==> config.mk <==
export PLATFORM = sky130hd
export DESIGN_NAME = qei_speed_meter
export DESIGN_NICKNAME = d
export VERILOG_FILES = /design/src/rtl/qei_speed_meter.sv
export SDC_FILE = /design/constraint.sdc
export NUM_CORES = 1
export LEC_CHECK = 0
export CAP_MARGIN = 20
export CORE_ASPECT_RATIO = 1.2
export CORE_MARGIN = 3
export CORE_UTILIZATION = 35
export DETAILED_ROUTE_END_ITERATION = 10
export GPL_ROUTABILITY_DRIVEN = 1
export HOLD_SLACK_MARGIN = 0.06
export SLEW_MARGIN = 15
export SYNTH_ARGS = -nofsm -noshare
export SYNTH_HDL_FRONTEND = slang
export SYNTH_SLANG_ARGS = --single-unit
==> constraint.sdc <==
create_clock -name clk -period 7 [get_ports clk]
set_clock_uncertainty 0.15 [all_clocks]
set_input_delay 2.1 -clock clk [delete_from_list [all_inputs] [get_ports clk]]
set_output_delay 2.1 -clock clk [all_outputs]
set_load 0.01 [all_outputs]
==> src/rtl/qei_speed_meter.sv <==
// Quadrature encoder decoder: 4x position count, per-window signed speed, error count.
// Optional glitch filter on the synchronised channels: define QEI_FILTER_EN.
module qei_speed_meter #(
  parameter int SAMPLE_CYCLES = 50000,
  parameter int SYNC_STAGES   = 2,
  parameter int DIR_INV       = 0,
  parameter int FILT_CYCLES   = 8
) (
  input  logic               clk,
  input  logic               rst,
  input  logic               en,
  input  logic               clr_pos,
  input  logic               enc_a,
  input  logic               enc_b,
  output logic signed [31:0] speed,
  output logic               speed_valid,
  output logic signed [31:0] position,
  output logic               dir,
  output logic [7:0]         err_cnt
);

  localparam int CW = (SAMPLE_CYCLES > 2) ? $clog2(SAMPLE_CYCLES) : 1;
  localparam logic [CW-1:0] WIN_TC = CW'(SAMPLE_CYCLES - 1);
  localparam logic signed [32:0] ACC_MAX = 33'sh0_7FFF_FFFF;
  localparam logic signed [32:0] ACC_MIN = -ACC_MAX;

  logic [SYNC_STAGES-1:0] sync_a, sync_b;
  logic [1:0]             raw_ab, cur_ab, prev_ab;
  logic                   init_done;
  logic [CW-1:0]          win_cnt;
  logic signed [31:0]     acc, acc_next, delta, step;
  logic signed [32:0]     acc_sum;
  logic                   illegal;

  always_ff @(posedge clk or posedge rst) begin
    if (rst) begin
      sync_a <= '0;
      sync_b <= '0;
    end else begin
      sync_a <= {sync_a[SYNC_STAGES-2:0], enc_a};
      sync_b <= {sync_b[SYNC_STAGES-2:0], enc_b};
    end
  end

  assign raw_ab = {sync_a[SYNC_STAGES-1], sync_b[SYNC_STAGES-1]};

`ifdef QEI_FILTER_EN
  localparam int FW = (FILT_CYCLES > 1) ? $clog2(FILT_CYCLES) : 1;
  localparam logic [FW-1:0] FILT_LOAD = FW'(FILT_CYCLES - 1);

  logic [FW-1:0] fcnt [2];
  logic [1:0]    filt_ab;

  // Per channel: down-count while the input disagrees with the output; adopt at zero.
  always_ff @(posedge clk or posedge rst) begin
    if (rst) begin
      filt_ab <= '0;
      fcnt[0] <= FILT_LOAD;
      fcnt[1] <= FILT_LOAD;
    end else begin
      for (int i = 0; i < 2; i++) begin
        if (raw_ab[i] == filt_ab[i]) begin
          fcnt[i] <= FILT_LOAD;
        end else if (fcnt[i] == '0) begin
          filt_ab[i] <= raw_ab[i];
          fcnt[i]    <= FILT_LOAD;
        end else begin
          fcnt[i] <= fcnt[i] - FW'(1);
        end
      end
    end
  end

  assign cur_ab = filt_ab;
`else
  assign cur_ab = raw_ab;
`endif

  always_comb begin
    step    = '0;
    illegal = 1'b0;
    if (en && init_done) begin
      case ({prev_ab, cur_ab})
        4'b00_10, 4'b10_11, 4'b11_01, 4'b01_00: step = 32'sd1;
        4'b00_01, 4'b01_11, 4'b11_10, 4'b10_00: step = -32'sd1;
        4'b00_11, 4'b11_00, 4'b10_01, 4'b01_10: illegal = 1'b1;
        default:                                step = '0;
      endcase
    end
    delta = (DIR_INV != 0) ? -step : step;
  end

  // The window accumulator clamps symmetrically instead of wrapping.
  always_comb begin
    acc_sum = acc + delta;
    if (acc_sum > ACC_MAX)      acc_next = ACC_MAX[31:0];
    else if (acc_sum < ACC_MIN) acc_next = ACC_MIN[31:0];
    else                        acc_next = acc_sum[31:0];
  end

  always_ff @(posedge clk or posedge rst) begin
    if (rst) begin
      speed       <= '0;
      speed_valid <= 1'b0;
      position    <= '0;
      dir         <= 1'b0;
      err_cnt     <= '0;
      win_cnt     <= '0;
      acc         <= '0;
      prev_ab     <= '0;
      init_done   <= 1'b0;
    end else begin
      speed_valid <= 1'b0;
      if (!en) begin
        init_done <= 1'b0;
        win_cnt   <= '0;
        acc       <= '0;
      end else begin
        prev_ab   <= cur_ab;
        init_done <= 1'b1;
        if (win_cnt == WIN_TC) begin
          speed       <= acc_next;
          speed_valid <= 1'b1;
          acc         <= '0;
          win_cnt     <= '0;
        end else begin
          acc     <= acc_next;
          win_cnt <= win_cnt + CW'(1);
        end
      end
      if (clr_pos) position <= '0;
      else         position <= position + delta;
      if (delta != '0) dir <= (delta > 0);
      if (illegal && err_cnt != 8'hFF) err_cnt <= err_cnt + 8'd1;
    end
  end

endmodule

==> flow_summary.json <==
{
  "grt_pass1_wl_um": 36400,
  "setup_tns_ns": 0,
  "final_nets": 1062,
  "gp_congestion": 0.901,
  "grt_pass1_vias": 7234,
  "maxSlewViolCount": 0,
  "worstSkewPairLatency_ns": 0.43,
  "avgViaCountPerCell": 5.34,
  "start_kind": "input port",
  "fill_cells": 2383,
  "diodes": 0,
  "antenna_found_initial": 0,
  "holdPathStages": 0,
  "fp-row-count": 62,
  "p_per_area_mw_per_mm2": 219,
  "grt_max_degree": 95,
  "hold_ws_ns": 0.213,
  "grt_setup_unrepaired": "false",
  "syn_nets": 978,
  "synth_area_leaders": "dfrtp_1 (38%), ha_1 (9.5%), nor2_1 (4.8%), a21oi_1 (3.8%), xnor2_1 (3.6%)",
  "reg2regPathDepth": 15,
  "synth_area_leader_cell": "dfrtp_1",
  "synthCells": 905,
  "hold_viol": 0,
  "wirelength_um": 21800,
  "clock_path_buffers": 2,
  "critical_path_class": "input port to flip-flop",
  "synth_cell_types": 90,
  "finalCritPeriodShare": 0.909,
  "numCtsBuffers": 17,
  "ff2ff_setup_slack_ns": 2.15,
  "grt.overflow.total": 0,
  "ir_worst_vdd_uv": 180,
  "max_freq_ghz": 0.157,
  "ant_nets": 0,
  "yosysMostFrequentCell": "dfrtp_1",
  "power.leakage_nw": 4.62,
  "reg2reg_to": "speed[21]",
  "drive_gt1_frac": 0.107,
  "io_buffers": 79,
  "yosys_warnings": 0,
  "hp-class": "flip-flop to flip-flop",
  "die-area_mm2": 0.0264,
  "post-route-min-period_ns": 6.36,
  "postCtsSetupBuffers": 0,
  "synth_top_area_frac": 0.376,
  "start_util": 0.357,
  "dieHeight_um": 177,
  "postCtsHoldBufs": 0,
  "synth.ff_latch_count": 129,
  "core_area_mm2": 0.0240,
  "cts_resized": 0,
  "hpwl_um": 15800,
  "wire_per_inst_um": 16.5,
  "max_cap_violations": 0,
  "cts-root-buf": "clkbuf_16",
  "clkSinkCount": 129,
  "finalSetupViolCount": 0,
  "ys_top_cells_by_count": "dfrtp_1 (129), nor2_1 (110), a21oi_1 (65), ha_1 (65), nand2_1 (58)",
  "drtIter0Drc": 310,
  "die_w_um": 149,
  "multi_input_area_mm2": 0.00513,
  "drt_pass1_iterations": 5,
  "path_clk_slew_ns": 0.06,
  "required_ns": 7.20,
  "relSlewSlack": 0.399,
  "async_reset_ff_frac": 1.00,
  "worstHoldStart": "sync_a[0]",
  "status": "finished clean",
  "synth_edf_count": 0,
  "r2r_start": "sync_b[1]",
  "num_vias": 7058,
  "crit_fanout": 18,
  "htreeDepth": 4,
  "crit_arrival_ns": 6.56,
  "setup.worst_path.end_class": "flip-flop",
  "min_to": "sync_a[1]",
  "ios": 80,
  "synth_area_mm2": 0.00857,
  "ys_dominant_reg_cell": "dfrtp_1",
  "track_usage": 0.168,
  "drc_errors": 0,
  "seq_area_mm2": 0.00323,
  "synth_area_per_cell_um2": 9.47,
  "seq_area_frac_synth": 0.376,
  "tightestPinTransition_ns": 0.902,
  "cts_tree": "yes",
  "area_growth_syn_to_layout_pct": 20.3
}
-- cell families after synthesis --
family                     Yosys count  share of synthesized area
adders and majority gates           69                      0.102
and+or+nand+nor                    298                      0.175
xor gates and xnor gates            69                     0.0722
AOI/OAI and AO/OA                  286                      0.244
buffers and inverters               50                     0.0261
muxes                                4                    0.00496
DFF                                129                      0.376
-- state kept, by name (all words and copies together) (netlist names) --
register and cells:
speed 32, win_cnt 16, sync_b 2, acc 32, err_cnt 8, sync_a 2, dir 1, init_done 1
prev_ab 2, speed_valid 1, position 32
-- layout make-up --
type,count,share of cell area
multi-input cells,726,0.497
flip-flops and latches,129,0.313
repair buffers,94,0.0900
clock buffers,19,0.0429
well taps,320,0.0388
clock inverters,13,0.0102
inverters,21,0.00812
-- worst max-delay path: stages --
cell and delay, ns:
clkdlybuf4s50_1 0.48, nand3b_1 0.14, nor2_4 0.18, buf_12 0.17
inv_1 0.07, fa_1 0.43, nand2b_1 0.19, a21oi_2 0.29
o2111ai_4 0.23, a2111oi_4 0.56, o21ai_2 0.14, a41oi_4 0.36
nand2_1 0.61, and3_1 0.47, o21ai_1 0.12
-- where the power goes --
part           internal (mW)  switching [mW]  total, mW
Combinational          0.235           0.352      0.586
Sequential             0.804          0.0372      0.841
Clock                  0.467           0.366      0.833
-- worst max path at each step --
stage	startpoint	slack, ns	to	cells past startpoint
6_report	en	0.64	speed[21]	15
5_1_grt	en	0.34	speed[21]	15
4_1_cts	en	0.66	speed[21]	15
3_5_place_dp	en	0.24	speed[21]	15
3_3_place_gp	en	0.30	speed[21]	15
2_1_floorplan	en	0.54	acc[18]	16
-- metrics by stage --
step	util	setup slack (ns)	area, um2	total power, mW	instances
2_1_floorplan	-	0.543	8580	1.26	905
3_3_place_gp	0.406	0.298	9770	1.43	1290
3_5_place_dp	0.406	0.242	9770	1.44	1290
4_1_cts	0.429	0.655	10300	2.28	1322
5_1_grt	0.429	0.340	10300	2.38	1322
6_report	0.429	0.638	10300	2.26	1322
-- routing by layer --
layer | vias to the layer above | routed length (um) | track usage
li1 | 3487 | - | -
met1 | 3363 | 9670 | 0.212
met2 | 179 | 10500 | 0.289
met3 | 29 | 1330 | 0.0427
met4 | 0 | 311 | 0.0431
met5 | - | 0 | 0
-- layout by cell type, fill, tap and decap left out, drive strengths merged, types with 4 or more instances in the layout --
cell           synthesis  final
and2                   5      5
nand3                 24     24
nand3b                 4      4
clkdlybuf4s50          0     79
clkinv                 0      5
buf                   11     15
clkbuf                18     19
o21ai                 54     54
nand4                  7      7
xnor2                 37     37
ha                    65     65
nand2b                 8      8
a31oi                  6      6
xor2                  32     32
a221oi                 4      4
nor2b                 13     13
a22oi                  5      5
a21oi                 80     80
nand2                 58     58
a311oi                 4      4
or3                   10     10
a2111oi                4      4
inv                   21     25
o22ai                  5      5
o211ai                13     13
and3                  16     16
o2111ai                6      6
o21bai                 6      6
o21a                  26     26
and4                   5      5
a21o                  30     30
nor3                   8      8
a211oi                12     12
nor2                 122    122
dfrtp                129    129
clkinvlp               0      4
Power figures use the tool's default switching activity.
